--- src/rtl/sm83_bus_pkg.sv ---
`default_nettype none
// ============================================================================
// Module   : sm83_bus_pkg
// Brief    : Shared types, illegal-opcode table and RST vector helper for the
//            SM83 memory-bus sequencer.
// Revision : 1.0 - initial release
// ============================================================================
package sm83_bus_pkg;

    typedef enum logic [2:0] {
        T1   = 3'd0,
        T2   = 3'd1,
        T3   = 3'd2,
        T4   = 3'd3,
        WAIT = 3'd4
    } phase_t;

    typedef logic [7:0] word_t;

    localparam int N_ILLEGAL = 11;

    // Unassigned SM83 opcodes in the unprefixed bank
    localparam word_t ILLEGAL_OPS [N_ILLEGAL] = '{
        8'hD3, 8'hDB, 8'hDD, 8'hE3, 8'hE4, 8'hEB,
        8'hEC, 8'hED, 8'hF4, 8'hFC, 8'hFD
    };

    // RST opcode for a given interrupt number: 11 nnn 111
    function automatic word_t rst_vec(input logic [2:0] int_num);
        return {2'b11, int_num, 3'b111};
    endfunction

    function automatic logic is_illegal_op(input word_t op);
        logic hit;
        hit = 1'b0;
        for (int i = 0; i < N_ILLEGAL; i++) begin
            if (op == ILLEGAL_OPS[i]) begin
                hit = 1'b1;
            end
        end
        return hit;
    endfunction

endpackage
`default_nettype wire

--- src/rtl/sm83_bus_phase.sv ---
`default_nettype none
// ============================================================================
// Module   : sm83_bus_phase
// Brief    : T1..T4 sequencer with ready-driven wait states, wait timeout and
//            sticky bus-error flag. Strobes are registered.
// Revision : 1.0 - initial release
// ============================================================================
module sm83_bus_phase
    import sm83_bus_pkg::*;
#(
    parameter int MAX_WAIT = 15
) (
    input  logic clk_i,
    input  logic rst_ni,
    input  logic active_i,
    input  logic ext_ready_i,
    output logic t1_o,
    output logic t2_o,
    output logic t3_o,
    output logic t4_o,
    output logic stall_o,
    output logic bus_err_o
);

    localparam logic [7:0] LAST_WAIT = 8'(MAX_WAIT - 1);

    phase_t     state_q, state_d;
    logic [7:0] wait_cnt_q, wait_cnt_d;
    logic       bus_err_q, bus_err_d;
    logic       t1_q, t2_q, t3_q, t4_q, stall_q;

    // Next phase, wait count and error flag
    always_comb begin
        state_d    = state_q;
        wait_cnt_d = wait_cnt_q;
        bus_err_d  = bus_err_q;
        case (state_q)
            T1: state_d = T2;
            T2: state_d = T3;
            T3: begin
                if (active_i && !ext_ready_i) begin
                    state_d    = WAIT;
                    wait_cnt_d = 8'd0;
                end else begin
                    state_d = T4;
                end
            end
            T4: state_d = T1;
            WAIT: begin
                if (ext_ready_i) begin
                    state_d = T4;
                end else if (wait_cnt_q == LAST_WAIT) begin
                    state_d   = T4;
                    bus_err_d = 1'b1;
                end else begin
                    wait_cnt_d = wait_cnt_q + 8'd1;
                end
            end
            default: state_d = T4;
        endcase
    end

    // State register with strobes registered from the next state
    always_ff @(posedge clk_i or negedge rst_ni) begin
        if (!rst_ni) begin
            state_q    <= T4;
            wait_cnt_q <= 8'd0;
            bus_err_q  <= 1'b0;
            t1_q       <= 1'b0;
            t2_q       <= 1'b0;
            t3_q       <= 1'b0;
            t4_q       <= 1'b1;
            stall_q    <= 1'b0;
        end else begin
            state_q    <= state_d;
            wait_cnt_q <= wait_cnt_d;
            bus_err_q  <= bus_err_d;
            t1_q       <= (state_d == T1);
            t2_q       <= (state_d == T2);
            t3_q       <= (state_d == T3);
            t4_q       <= (state_d == T4);
            stall_q    <= (state_d == WAIT);
        end
    end

    assign t1_o      = t1_q;
    assign t2_o      = t2_q;
    assign t3_o      = t3_q;
    assign t4_o      = t4_q;
    assign stall_o   = stall_q;
    assign bus_err_o = bus_err_q;

endmodule
`default_nettype wire

--- src/rtl/sm83_bus_seq.sv ---
`default_nettype none
// ============================================================================
// Module   : sm83_bus_seq
// Brief    : SM83 memory-bus interface: owns the T-state sequencer, request
//            latching, address/data latches, instruction register with CB
//            bank and illegal-opcode detection.
// Revision : 1.0 - initial release
// ============================================================================
module sm83_bus_seq
    import sm83_bus_pkg::*;
#(
    parameter int AW       = 16,
    parameter int CLR_LSB  = 8,
    parameter int INT_W    = 3,
    parameter int MAX_WAIT = 15
) (
    input  logic             clk_i,
    input  logic             rst_ni,
    input  logic             mread_i,
    input  logic             mwrite_i,
    input  logic             ext_ready_i,
    output logic             t1_o,
    output logic             t2_o,
    output logic             t3_o,
    output logic             t4_o,
    output logic             stall_o,
    output logic             rd_o,
    output logic             wr_o,
    output logic             bus_err_o,
    input  logic             apin_we_i,
    input  logic [AW-1:0]    ain_i,
    output logic [AW-1:0]    aout_o,
    input  logic             dl_we_i,
    input  logic [7:0]       din_i,
    output logic [7:0]       dout_o,
    input  logic [7:0]       ext_din_i,
    output logic [7:0]       ext_dout_o,
    input  logic [7:0]       iena_i,
    input  logic             iena_sel_i,
    input  logic [INT_W-1:0] int_num_i,
    input  logic             ctl_ir_we_i,
    input  logic             ctl_ir_bank_we_i,
    input  logic             ctl_ir_bank_cb_set_i,
    input  logic             ctl_zero_data_oe_i,
    input  logic             ctl_rst_data_oe_i,
    output logic [7:0]       opcode_o,
    output logic             bank_cb_o,
    output logic             illegal_o
);

    // Low address bits that survive the end-of-cycle clear
    localparam logic [AW-1:0] KEEP_MASK = {{(AW-CLR_LSB){1'b0}}, {CLR_LSB{1'b1}}};

    logic          t4;
    logic          rd_q, wr_q;
    logic [AW-1:0] aout_q;
    word_t         data_q;
    word_t         opcode_q;
    logic          bank_cb_q;
    word_t         data_t4;
    word_t         rst_opcode;

    sm83_bus_phase #(
        .MAX_WAIT (MAX_WAIT)
    ) u_phase (
        .clk_i       (clk_i),
        .rst_ni      (rst_ni),
        .active_i    (rd_q | wr_q),
        .ext_ready_i (ext_ready_i),
        .t1_o        (t1_o),
        .t2_o        (t2_o),
        .t3_o        (t3_o),
        .t4_o        (t4),
        .stall_o     (stall_o),
        .bus_err_o   (bus_err_o)
    );

    assign rst_opcode = rst_vec(int_num_i[2:0]);

    // Value presented on the internal data path during T4
    always_comb begin
        data_t4 = ext_din_i;
        if (ctl_zero_data_oe_i) begin
            data_t4 = 8'h00;
        end else if (ctl_rst_data_oe_i) begin
            data_t4 = rst_opcode;
        end else if (iena_sel_i) begin
            data_t4 = iena_i;
        end
    end

    // Bus requests are only accepted in T4 and hold for the whole next cycle
    always_ff @(posedge clk_i or negedge rst_ni) begin
        if (!rst_ni) begin
            rd_q <= 1'b0;
            wr_q <= 1'b0;
        end else if (t4) begin
            rd_q <= mread_i;
            wr_q <= mwrite_i & ~mread_i;
        end
    end

    // Address latch: explicit load beats the end-of-cycle high-bit clear
    always_ff @(posedge clk_i or negedge rst_ni) begin
        if (!rst_ni) begin
            aout_q <= '0;
        end else if (apin_we_i) begin
            aout_q <= ain_i;
        end else if (t4) begin
            aout_q <= aout_q & KEEP_MASK;
        end
    end

    // Data latch; read data is captured only in T4 of a read cycle
    always_ff @(posedge clk_i or negedge rst_ni) begin
        if (!rst_ni) begin
            data_q <= 8'h00;
        end else if (ctl_zero_data_oe_i) begin
            data_q <= 8'h00;
        end else if (ctl_rst_data_oe_i) begin
            data_q <= rst_opcode;
        end else if (dl_we_i) begin
            data_q <= din_i;
        end else if (rd_q && t4) begin
            data_q <= data_t4;
        end
    end

    // Instruction register and CB-prefix bank
    always_ff @(posedge clk_i or negedge rst_ni) begin
        if (!rst_ni) begin
            opcode_q  <= 8'h00;
            bank_cb_q <= 1'b0;
        end else begin
            if (ctl_ir_we_i) begin
                opcode_q <= data_t4;
            end
            if (ctl_ir_bank_we_i) begin
                bank_cb_q <= ctl_ir_bank_cb_set_i;
            end
        end
    end

    assign t4_o       = t4;
    assign rd_o       = rd_q;
    assign wr_o       = wr_q;
    assign aout_o     = aout_q;
    assign dout_o     = (rd_q && t4) ? data_t4 : data_q;
    assign ext_dout_o = data_q;
    assign opcode_o   = ctl_ir_we_i ? data_t4 : opcode_q;
    assign bank_cb_o  = bank_cb_q;
    assign illegal_o  = ~bank_cb_q & is_illegal_op(opcode_o);

endmodule
`default_nettype wire

--- config.mk ---
export PLATFORM = sky130hd
export DESIGN_NAME = sm83_bus_seq
export DESIGN_NICKNAME = d
export VERILOG_FILES = /design/src/rtl/sm83_bus_pkg.sv /design/src/rtl/sm83_bus_phase.sv /design/src/rtl/sm83_bus_seq.sv
export SDC_FILE = /design/constraint.sdc
export NUM_CORES = 1
export LEC_CHECK = 0
export CORE_MARGIN = 3
export CORE_UTILIZATION = 28
export DETAILED_ROUTE_END_ITERATION = 6
export DONT_BUFFER_PORTS = 1
export GPL_TIMING_DRIVEN = 0
export PLACE_DENSITY = 0.49
export SLEW_MARGIN = 10
export SYNTH_ARGS = -nofsm -noshare
export SYNTH_HDL_FRONTEND = slang
export SYNTH_HIERARCHICAL = 1
export SYNTH_SLANG_ARGS = --single-unit
export TNS_END_PERCENT = 30
--- constraint.sdc ---
create_clock -name clk_i -period 1.85 [get_ports clk_i]
set_input_delay 0.0925 -clock clk_i [delete_from_list [all_inputs] [get_ports clk_i]]
set_output_delay 0.0925 -clock clk_i [all_outputs]
set_load 0.05 [all_outputs]
# --- Yosys cells after proc, flatten, opt, wreduce, memory -nomap -nowiden ---
# Cells that the tools add are included.
classes:
  addsub: 1
  eq_ne: 23
  mux: 29
  n_bitwise: 6
  n_reduce_logical: 9
ops:
  columns: ["operator", "n"]
  rows:
  - ["8-bit equality test (second input constant)", 11]
  - ["8-bit 2-to-1 mux", 11]
  - ["16-bit 2-to-1 mux", 2]
  - ["8-bit one-hot mux with 2 select lines", 1]
  - ["3-bit one-hot mux with 5 select lines", 1]
  - ["3-bit by 2-bit equality test with 1-bit output (second input constant)", 4]
  - ["1-bit 2-to-1 mux", 11]
  - ["3-bit 2-to-1 mux", 3]
  - ["8-bit by 1-bit adder with 8-bit output (second input constant)", 1]
  - ["8-bit by 4-bit equality test with 1-bit output (second input constant)", 1]
  - ["3-bit by 1-bit equality test with 1-bit output (second input constant)", 2]
  - ["3-bit equality test (second input constant)", 2]
  - ["3-bit logical NOT", 2]
  - ["2-bit != test (second input constant)", 2]
  - ["4-bit AND reduction", 1]
  - ["2-bit nonzero test", 2]
  - ["1-bit NOT", 3]
  - ["3-bit AND reduction", 1]
  - ["1-bit bitwise AND", 2]
  - ["1-bit logical AND", 2]
  - ["2-bit by 1-bit != test with 1-bit output (second input constant)", 1]
  - ["1-bit logical NOT", 1]
  - ["1-bit bitwise OR", 1]
word_totals:
  ff_bits: 52
  inputBits: 56
  output_inout_bits: 50
  elab_cells: 83

# --- Logic depth before layout (Yosys ltp) ---
depth:
  word_depth: 17
  ltp_mapped: 8
  ltp_nobuf: 7

# --- Modules after synthesis ---
# The synthesis kept the hierarchy.
modules_own_cells:
  columns: ["mod", "instances", "cells_each", "area_each_um2", "seq_area_each_um2"]
  rows:
  - ["sm83_bus_seq", 1, 155, 1692.9, 875.8]
  - ["sm83_bus_phase", 1, 80, 824.5, 429.2]

# --- Worst setup path before layout ---
# No wires, ideal clock.
synth_timing:
  path_kind: "input port to output port"
  from: "input port ctl_zero_data_oe_i"
  to: "output port illegal_o"
  t_arrival_ns: 3.185
  t_required_ns: 1.757
  slack_ns: -1.428
  stages: 6
  path_buffers: 1
  path_cell_list: "buf_2 > or3b_4 > o221ai_1 > xnor2_1 > o32a_1 > a2111oi_2"
synth_between:
  elab_chain_len: 15
  word_cells_on_any_way: 25
  cone_classes: "11 x eq/ne; 13 x mux; 1 x bitwise"
synth_rtl:
  columns: ["item", "line", "rtl"]
  rows:
  - ["start: declaration", "sm83_bus_seq.sv:44", "input logic ctl_zero_data_oe_i,"]
  - ["8-bit 2-to-1 mux *", "sm83_bus_seq.sv:83", "if (ctl_zero_data_oe_i) begin"]
  - ["8-bit 2-to-1 mux *", null, null]
  - ["net opcode_o[5]", "sm83_bus_seq.sv:46", "output logic [7:0] opcode_o,"]
  - ["8-bit equality test", "sm83_bus_pkg.sv:37", "if (op == ILLEGAL_OPS[i]) begin"]
  - ["1-bit 2-to-1 mux (10 in a row)", "sm83_bus_pkg.sv:37", null]
  - ["1-bit 2-to-1 mux *", "sm83_bus_pkg.sv:37", null]
  - ["1-bit bitwise AND *", "sm83_bus_seq.sv:152", "assign illegal_o = ~bank_cb_q & is_illegal_op(opcode_o);"]
  - ["end: declaration", "sm83_bus_seq.sv:48", "output logic illegal_o"]
# The timed path passes the listed nets; every way through them passes the cells marked *.

# --- Worst setup path in the final report ---
# Same ends and word-level chain as after synthesis.

==> flow_summary_export.csv <==
group,metric,value,unit
drt,routed-via-count,1944,
timing,relSlewSlack,43.6,%
timing,fmax,414,MHz
logic_synthesis,synth_area,2520,sq um
logic_synthesis,syn_avg_cell_area,10.7,sq um
cts,root_buffer,"clkbuf_8",
cts,clock_sinks,52,
cts,cts_buffer_depth,2,
cells_and_area,area_growth,29.9,%
global_routing,grt_pass1_vias,2007,
drt,drtIter0Drc,20,
floorplanning,core,8460,sq um
pwr,power.leakage,1.37,nW
cells_and_area,final_layout_size_suffix_gt1_share,22.4,%
cts,numCtsBuffers,5,
logic_synthesis,synth_cell_types,47,
worst_hold_path,hold_class,"input port to flop",
setup_path,arrival,2.32,ns
timing,fin_crit_sh,131,%
setup_path,required,1.76,ns
timing,tightest_slew,0.840,ns
floorplanning,dieArea,10200,sq um
global_routing,grt_antenna_before_repair,0,
logic_synthesis,synth_top_area_cell,"dfrtp_1",
timing,hold_viol,0,
job,max_cap_viol_count,0,
drt,wirelength,6830,um
cells_and_area,nNetsFinal,329,
global_routing,grtUsageTotal,13.0,%
drt,drc_errors,0,
timing,min_period,2.42,ns
cells_and_area,num_antenna_cells,0,
placement,gp_congestion,0.811,
setup_path,startpoint_type,"input port",
timing,maxSlewViolCount,0,
logic_synthesis,yosys_warnings,6,
cts,clk_latency,0.30,ns
logic_synthesis,syn_inst,235,
placement,portBuffers,0,
floorplanning,ioPinCount,106,
global_routing,grt-ovfl-total,0,
cells_and_area,fillers,823,
logic_synthesis,ys.flop_type,"dfrtp_1",
drt,antenna_left,0,
cts,cts_max_level,2,
floorplanning,die_x,101,um
timing,setup_slack,-0.567,ns
global_routing,grt_max_degree,53,
drt,first_pass_iters,4,
logic_synthesis,yosysSeqAreaShare,51.8,%
logic_synthesis,ys_ff_latch,52,
run_status,violations,"negative setup slack",
cts,cts_tree,"done",
pwr,vdd_drop_max,0.539,mV
pwr,power.total,3.73,mW
logic_synthesis,async_flop_share,100,%
setup_path,path_class,"input port to output port",
drt,viasPerCell,5.16,
floorplanning,std_cell_rows,33,
cells_and_area,layout_common_cells,"dfrtp_1 (47), dlygate4sd3_1 (26), a21oi_1 (16)",
setup_path,crit_path_max_fanout,10,
cts,clk_pin_slew,0.10,ns
drt,routedWlPerCell,18.1,um
placement,pre_cts_ws,-0.782,ns
cells_and_area,final_common_cell,"dfrtp_1",
logic_synthesis,synth_top_area_share,48.7,%
pwr,power_density,1140,nW/um^2
logic_synthesis,synth-edff-count,0,
floorplanning,die_y,101,um
run_status,outcome,"finished with violations",
logic_synthesis,synthTopCellsByArea,"dfrtp_1 (49%), mux2_2 (6.3%), a22o_1 (4.2%)",
placement,hpwl,4820,um
timing,setup_violations,6,
timing,fin_worst_skew,0.00822,ns
timing,rsz0062_at_grt,"yes",
floorplanning,initial_core_util,29.7,%
logic_synthesis,syn_nets,293,
global_routing,grt_pass1_wl,10400,um
setup_path,end_kind,"output port",
## per-stage QoR
step | TNS [ns] | hold slack [ns] | std cells | util (%) | area [sq um]
floorplan | -1.02 | -0.203 | 235 | - | 2620
global placement | -3.03 | -0.201 | 340 | 32.5 | 2750
detailed placement | -3.00 | -0.201 | 340 | 32.5 | 2750
CTS | -1.41 | 0.00181 | 376 | 38.0 | 3220
global route | -1.68 | 0.00889 | 377 | 38.6 | 3270
finish | -1.02 | 0.0169 | 377 | 38.6 | 3270
## worst max-delay path: stages
cell       delay, ns
buf_4           0.16
or3b_4          0.44
o221ai_4        0.44
xnor2_1         0.14
o32a_1          0.34
a2111oi_4       0.71
## sequential cells by signal, summed over array words and instances, names as in the netlist, 3 cells and up
register and count:
aout_o 16, ext_dout_o 8, opcode_q 8, u_phase/state_q 3
u_phase/wait_cnt_q 8
## path summary, 6_finish.rpt
kind | startpoint | endpoint | slack, ns | cells after the start
max | ctl_zero_data_oe_i | illegal_o | -0.57 | 6
min | din_i[7] | ext_dout_o[7]$_DFF_PN0_ | 0.02 | 2
max reg2reg | u_phase/t4_o$_DFF_PN1_ | ext_dout_o[2]$_DFF_PN0_ | -0.11 | 5
min reg2reg | u_phase/wait_cnt_q[0]$_DFFE_PN0P_ | u_phase/wait_cnt_q[0]$_DFFE_PN0P_ | 0.56 | 1
max in group asynchronous | rst_ni | u_phase/t4_o$_DFF_PN1_ | 1.26 | 2
min in group asynchronous | rst_ni | opcode_q[2]$_DFF_PN0_ | 0.29 | 2
## cell usage after synthesis (5+ instances only)
| cell | count |
|---|---|
| o31ai_1 | 5 |
| o21ai_0 | 15 |
| nor2_1 | 14 |
| inv_1 | 13 |
| nand2_1 | 16 |
| clkbuf_1 | 8 |
| dfrtp_1 | 49 |
| a21oi_1 | 16 |
| mux2_2 | 14 |
| a22o_1 | 12 |
| mux2i_1 | 9 |
## final cells by class
type                    count  area (sq um)  area share [%]
clock buffers               6          82.6            2.52
multi-input cells         156          1280            39.1
well taps                 105           131            4.02
clock inverters             2          10.0           0.306
inverters                  13          52.6            1.61
plain buffers              14          96.3            2.95
repair buffers             29           307            9.37
flip-flops and latches     52          1310            40.2
## layer usage
layer  track usage [%]  wire length (um)
met5                 0                 0
met4              2.80                34
met3              4.08               569
met2              21.7              3340
met1              16.6              2880
## where the power goes
part	internal, mW	total, mW	switching (mW)
combinational	0.441	1.09	0.645
clock	0.300	0.678	0.378
sequential	1.35	1.97	0.615
total	2.09	3.73	1.64
## timing repair
item	4_1_cts	5_1_grt
pin swaps	3	3
endpoints found under the hold margin	76	0
hold buffers	27	0
gates resized for setup	18	11
buffers inserted	1	1
setup endpoints to repair	16	15
## logic make-up after synthesis
logic type	Yosys count	synth area share, %
xor+xnor	3	1.04
flops	52	51.8
mux	23	9.84
compound gates	68	18.3
simple gates	60	13.2
fa+ha+maj	2	0.994
buf+inv	27	4.77
No activity file was read; power rests on OpenSTA's default activity.
